### src/rtl/sat_counter.sv
// Saturating up-counter with a synchronous clear that takes priority over inc.
module sat_counter #(
    parameter int W = 8
) (
    input  logic         clk,
    input  logic         rst,
    input  logic         inc,
    input  logic         clear,
    output logic [W-1:0] count
);

    function automatic logic [W-1:0] sat_inc(input logic [W-1:0] c);
        return (c == {W{1'b1}}) ? c : c + 1'b1;
    endfunction

    always_ff @(posedge clk) begin
        if (rst) begin
            count <= '0;
        end else if (clear) begin
            count <= '0;
        end else if (inc) begin
            count <= sat_inc(count);
        end
    end

endmodule

### config.mk
export PLATFORM = sky130hd
export DESIGN_NAME = sat_counter
export DESIGN_NICKNAME = d
export VERILOG_FILES = /design/src/rtl/sat_counter.sv
export SDC_FILE = /design/constraint.sdc
export NUM_CORES = 1
export LEC_CHECK = 0
export ABC_CLOCK_PERIOD_IN_PS = 1700
export CORE_AREA = 2 2 39 41
export CTS_BUF_LIST = sky130_fd_sc_hd__clkbuf_4
export CTS_CLUSTER_SIZE = 25
export DETAILED_ROUTE_END_ITERATION = 8
export DIE_AREA = 0 0 41 43
export REMOVE_ABC_BUFFERS = 1
export SLEW_MARGIN = 25
export SYNTH_ARGS = -nofsm -noshare
export SYNTH_HDL_FRONTEND = slang
export SYNTH_SLANG_ARGS = --single-unit
### constraint.sdc
create_clock -name clk -period 1.7 [get_ports clk]
set_input_delay 0.255 -clock clk [delete_from_list [all_inputs] [get_ports clk]]
set_output_delay 0.255 -clock clk [all_outputs]
set_load 0.01 [all_outputs]
# Word level (Yosys, flattened, before mapping)
# Index checks and enable logic that the tools add are counted.
[word_totals] reg_bits=8 memories=0 latchBits=0 mem_bits_rw=0 romBits=0 wordCells=6 out_inout_bits=8 inputBits=4
[op_classes] addsub=1 magnitude_cmp=0 n_reduce_logical=2 muxes=0 div_mod_pow=0 n_eq_ne=1 mul=0 n_bitwise=1 n_shift=0
[op_table] operator="$add A8 B1 Y8 const B" count=1
[op_table] operator="$eq A8 B8 Y1 const B" count=1
[op_table] operator="$reduce_and A2 Y1" count=1
[op_table] operator="$reduce_or A2 Y1" count=1
[op_table] operator="$not A1 Y1" count=1

# Longest topological paths before layout
[depth] depth_word=3 ltp_mapped=4 mapped_depth_nobuf=4

# Least setup slack after synthesis
# Ideal clock, no wire load.
[synth_timing] kind="reg-to-reg" startpoint="register count[0]" endpoint="register count[5]" synth_period_minus_slack_ns=1.436 slack_ns=0.264 n_path_buf=0 arrival_time_ns=1.365 required_ns=1.628 path_stages_with_launch=5 setup_ns=0.072 path_cell_list="dfxtp_1 ha_1 and3_4 a2111oi_4 mux2i_1"
[synth_between] elab_chain_len=3 word_cells_on_any_way=4 cone_classes="1 x add/sub; 1 x eq/ne; 1 x bitwise; 1 x reduce/logical"
[synth_lines] element="start, declared" line="9" text="output logic [W-1:0] count"
[synth_lines] element="start signal, assigned" line="22" text="count <= sat_inc(count);"
[synth_lines] element="branches (longest 3 deep; another with $add A8 B1 Y8)"
# Several ways; the timed one is not identified.
# A chain may end at the register's enable or synchronous reset.

# Final worst setup path
[layout_timing] startpoint="register count[2]" endpoint="output port count[2]"
# No word-level cell between the ends.

==> results.json <==
{
  "ys_ff_latch": 8,
  "vias": 386,
  "cp.arrival_ps": 1290,
  "status": "complete, no violations",
  "maxCapViolCount": 0,
  "die_w_um": 41,
  "worst_pin_slew_ps": 275,
  "cp-start-kind": "flop",
  "antenna_left": 0,
  "ir_drop_uv": 376,
  "synth.avg_cell_area_um2": 9.92,
  "wire_per_inst_um": 11.7,
  "track_usage_pct": 12.4,
  "synth_warnings": 0,
  "regMostFlops": "count",
  "drc": 0,
  "crit_type": "flop to output port",
  "first_iter_violations": 23,
  "grt_pass1_vias": 341,
  "ys_seq_area_share_pct": 36.7,
  "synthCells": 44,
  "mostFrequentLayoutCells": "11 x clkdlybuf4s50_1, 8 x dfxtp_1, 4 x nand2_1, 4 x a211oi_1",
  "path_clk_slew_ps": 60,
  "rsz0062_at_grt": "no",
  "io_buffers": 11,
  "synthToLayoutAreaGrowth_pct": 36.7,
  "grt_pass1_wl_um": 1430,
  "worst_ep_required_time_ps": 1440,
  "relSlewSlack_pct": 81.6,
  "hp-class": "flop to flop",
  "top_level_ports": 12,
  "endpoint_kind": "output port",
  "final.period_utilization_pct": 91.0,
  "finalClockSkew_ps": 6.68,
  "ctsLongestPathBuffers": 2,
  "clock_latency_ps": 260,
  "first_pass_iters": 4,
  "cts_sinks": 8,
  "core.rowCount": 14,
  "power-per-cell-area_nw_per_um2": 624,
  "htreeDepth": 1,
  "wl_met2_um": 401,
  "die_h_um": 43,
  "finalCriticalPeriod_ps": 1550,
  "setup_viol": 0,
  "nets": 66,
  "total_power_mw": 0.372,
  "core_area_um2": 1380,
  "ctsResizeCount": 0,
  "crit_chain": "clkdlybuf4s50_1",
  "cp_top_family": "buffers and inverters",
  "ctsHoldBuffers": 0,
  "syn-cell-area_um2": 437,
  "vias_per_cell": 5.15,
  "die_area_um2": 1760,
  "cts_tree": "yes",
  "critPathSlowestCell": "clkdlybuf4s50_1",
  "setup_tns_ps": 0,
  "fmax_ghz": 0.647,
  "hpwl_um": 673,
  "drive_above_1_share_pct": 16.9,
  "p_leak_nw": 0.194,
  "hold_viol_final": 0,
  "start_util_pct": 31.6,
  "antenna_found_initial": 0,
  "largest_reg_flops": 8,
  "drt-met1-wl_um": 416,
  "cp.buffers_inverters": 1,
  "antenna-diode-count": 0,
  "wl_um": 877,
  "largestRegisters": "count (8)",
  "yosys.cell_types.count": 22,
  "path_max_fanout": 6,
  "wl_met3_um": 51,
  "postCtsSetupBuffers": 0,
  "final_common_cell": "clkdlybuf4s50_1",
  "report.final.slew_viol_count": 0,
  "cts_buffers": 3,
  "place_congestion": 0.723,
  "topRoutingLayerUsed": "met4",
  "max_stage_delay_ps": 580,
  "grt_max_degree": 8,
  "cts-root-buf": "clkbuf_4",
  "grt-ovfl-total": 0
}
per-layer routing:
metal	GRT usage [%]	vias to the layer above
met4	6.00	0
li1	-	203
met5	0	-
met1	15.1	171
met3	7.85	2
met2	16.6	10
path summary, 6_finish.rpt:
check        depth (start not counted)  slack, ps                    end             startpoint
min reg2reg                          1        510  count[7]$_SDFFE_PP0P_  count[7]$_SDFFE_PP0P_
max                                  1        150               count[2]  count[2]$_SDFFE_PP0P_
max reg2reg                          4        240  count[5]$_SDFFE_PP0P_  count[0]$_SDFFE_PP0P_
min                                  1        510  count[7]$_SDFFE_PP0P_  count[7]$_SDFFE_PP0P_
report_power, final:
part	switching [mW]	total (mW)	internal, mW
Sequential	0.00273	0.192	0.189
Clock	0.0708	0.152	0.0812
Combinational	0.0121	0.0282	0.0161
Total	0.0856	0.372	0.287
area by class of cell:
cell class                      count  area [um^2]
Inverter                            2         7.51
Multi-Input combinational cell     34          269
Timing Repair Buffer               12          118
Sequential cell                     8          160
Fill cell                         140          787
Clock buffer                        3         22.5
Tap cell                           16         20.0
synth_stat cells (all sizes together):
cell | n | share of area, %
nand3 | 1 | 1.1
o21ba | 1 | 2.3
dfxtp | 8 | 37
and4 | 1 | 2.0
nor3 | 3 | 3.4
a2111oi | 1 | 6.3
nor2 | 2 | 1.7
ha | 1 | 2.9
or2 | 1 | 1.4
or3 | 2 | 2.9
mux2i | 3 | 6.9
inv | 2 | 1.7
nand4 | 3 | 7.7
nand4b | 1 | 2.0
a41oi | 1 | 2.0
a211oi | 4 | 6.9
and3 | 1 | 2.6
a21oi | 2 | 2.3
o21ai | 1 | 1.1
a21boi | 1 | 2.6
nand2 | 4 | 3.4
logic make-up (layout without fill, tap and decap cells):
kind of cell	Yosys count	count (layout)	synth area share, %
and+or+nand+nor	19	19	28.4
AOI/OAI and AO/OA	11	11	23.5
DFF	8	8	36.7
muxes	3	3	6.88
buffers and inverters	2	17	1.72
adders and majority gates	1	1	2.86
through the flow:
stage	instances	instance area [um^2]	hold slack, ps	util, %	setup WS [ps]
after floorplan	44	437	434	-	264
after global placement	72	574	499	41.5	149
after detailed placement	72	574	506	41.5	143
after CTS	75	597	517	43.1	141
after global routing	75	597	538	43.1	103
final	75	597	506	43.1	154
Note: power is estimated with default switching activity, not from simulation.
==> edit (config.mk and constraints unchanged) <==
`W`: 8 -> 7.
--- a/src/rtl/sat_counter.sv
+++ b/src/rtl/sat_counter.sv
@@ -2,3 +2,3 @@
 module sat_counter #(
-    parameter int W = 8
+    parameter int W = 7
 ) (
Interface: changed (resized count); port bits go from 12 to 11. The function was not compared with the original's and may differ.
==> edit against the unedited design <==
  * Global-route usage decreased by 2.6 points
  * Cell area shrank 18%
  * Synthesized cell count down 16%
  * Setup slack better by 13 ps
  * Total power fell by 3.8%
  * Worst hold slack improved by 5.2 ps
  * Register-to-register slack better by 60 ps
  * Synthesized area down 23%
  * Combinational power decreased by 17%
  * Die area stayed put
  * Sequential cell count is 1 lower
  * Routed wire length is 19% lower
  * Non-clock buffer count shrank 2
  * Critical endpoint unchanged
  * Largest power group unchanged
==> edit: results (changes against the unedited design) <==
highest metal used met3; multiplexer share of the synthesized area 8.89% (+2.0 points); Placed Cells incl. Taps 63 (-13%); GRT Total Usage 9.85% (-2.6 points); WL met1 365 um (-12%); Peak VDD IR 0.360 mV (-4.3%); flop-to-flop setup slack 300 ps (+60 ps); pin count of the biggest net entering global routing 9 (+1); max reg flops 7 (-1); WP data arrival between 1000 and 1500 ps; wire length on met2 296 um (-26%); fin crit share 90.2% (-0.79 points); vias 323 (-16%); vias in the first global route 254 (-26%); synth cell count leaders dfxtp_1 (7), nand2_1 (5), a31oi_1 (4); Crit Path Max Fanout 8 (+2); status completed; synthesized instance count 37 (-16%); Clock transition at path regs ~50 ps; share of post-route cells with drive strength above 1 11.8% (-5.2 points); Slew HR 74.2% (-7.4 points); grt ovf 0 (unchanged); Synth Area in Compound Gates 15.6% (-7.9 points); DP Area 458 sq um (-20%); adder-cell share of the synthesized area 3.70% (+0.84 points); # port buffers 10 (-1); Nets 57 (-14%); CP top delay family buffers and inverters; met3 usage 3.14% (-4.7 points); antenna violations before repair 0 (unchanged); Iter 0 DRT Violations 5 (-78%); Fin Setup TNS 0 ps (unchanged); clk buf depth 2 (unchanged); leakage 0.000173 uW (-11%); Largest regs count: 7 flops; Worst Skew 4.01 ps (-2.67 ps); Final Util 35.3% (-7.9 points); Seq/Total Area, Yosys 41.5% (+4.8 points); Filler cells 151 (+7.9%); first-pass GRT wire length 1.15 mm (-20%); RePlAce Congestion 0.676 (-6.5%); Netlist cell types 15 (-32%); metal3 WL 45 um (-12%); Hold Worst Slack 512 ps (+5.21 ps); GRT met1 Usage 14.5% (-0.60 points); ranking of synthesized cells by area dfxtp_1 (41%), mux2i_1 (8.9%), and4_1 (7.8%); worst hold path class flip-flop to flip-flop; number of synthesized flops with an enable pin 0 (unchanged); ys async rst share 0% (unchanged); Root Driver clkbuf_4; final wirelength 707 um (-19%); Post-DP HPWL 523 um (-22%); 1st-pass router iterations 3 (-1); M2 GR Usage 10.9% (-5.6 points); DP Worst Slack 266 ps (+123 ps); per-cell routed wire length 10.6 um (-9.8%)
[edit: changes by cell type after synthesis, moves of 2 or more]
cell	unedited run	this run
a21oi_1	2	0
o21ai_0	1	3
nor3_1	3	1
a211oi_1	4	0
nand4_1	2	0
a31oi_1	0	4
and4_1	1	3
[edit: worst paths after layout]
path	startpoint	to	depth (start not counted)
setup / recovery	count[2]	count[2]	1
hold / removal	count[4]	count[4]	1
setup reg to reg	count[0]	count[5]	4
hold reg to reg	count[4]	count[4]	1
[edit: final cells by class]
class	instances	share of cell area [%]
Clock buffer	4	6.15
Inverter	2	1.54
Multi-Input combinational cell	28	39.0
Sequential cell	7	28.7
Tap cell	16	4.10
Timing Repair Buffer	10	20.5
[edit: power breakdown]
| group | switching [uW] | internal (uW) | leakage [uW] |
|---|---|---|---|
| registers | 2.37 | 166 | 0.0000565 |
| clock network | 60.9 | 105 | 0.0000184 |
| logic | 10.0 | 13.4 | 0.0000984 |
| total | 73.3 | 285 | 0.000173 |
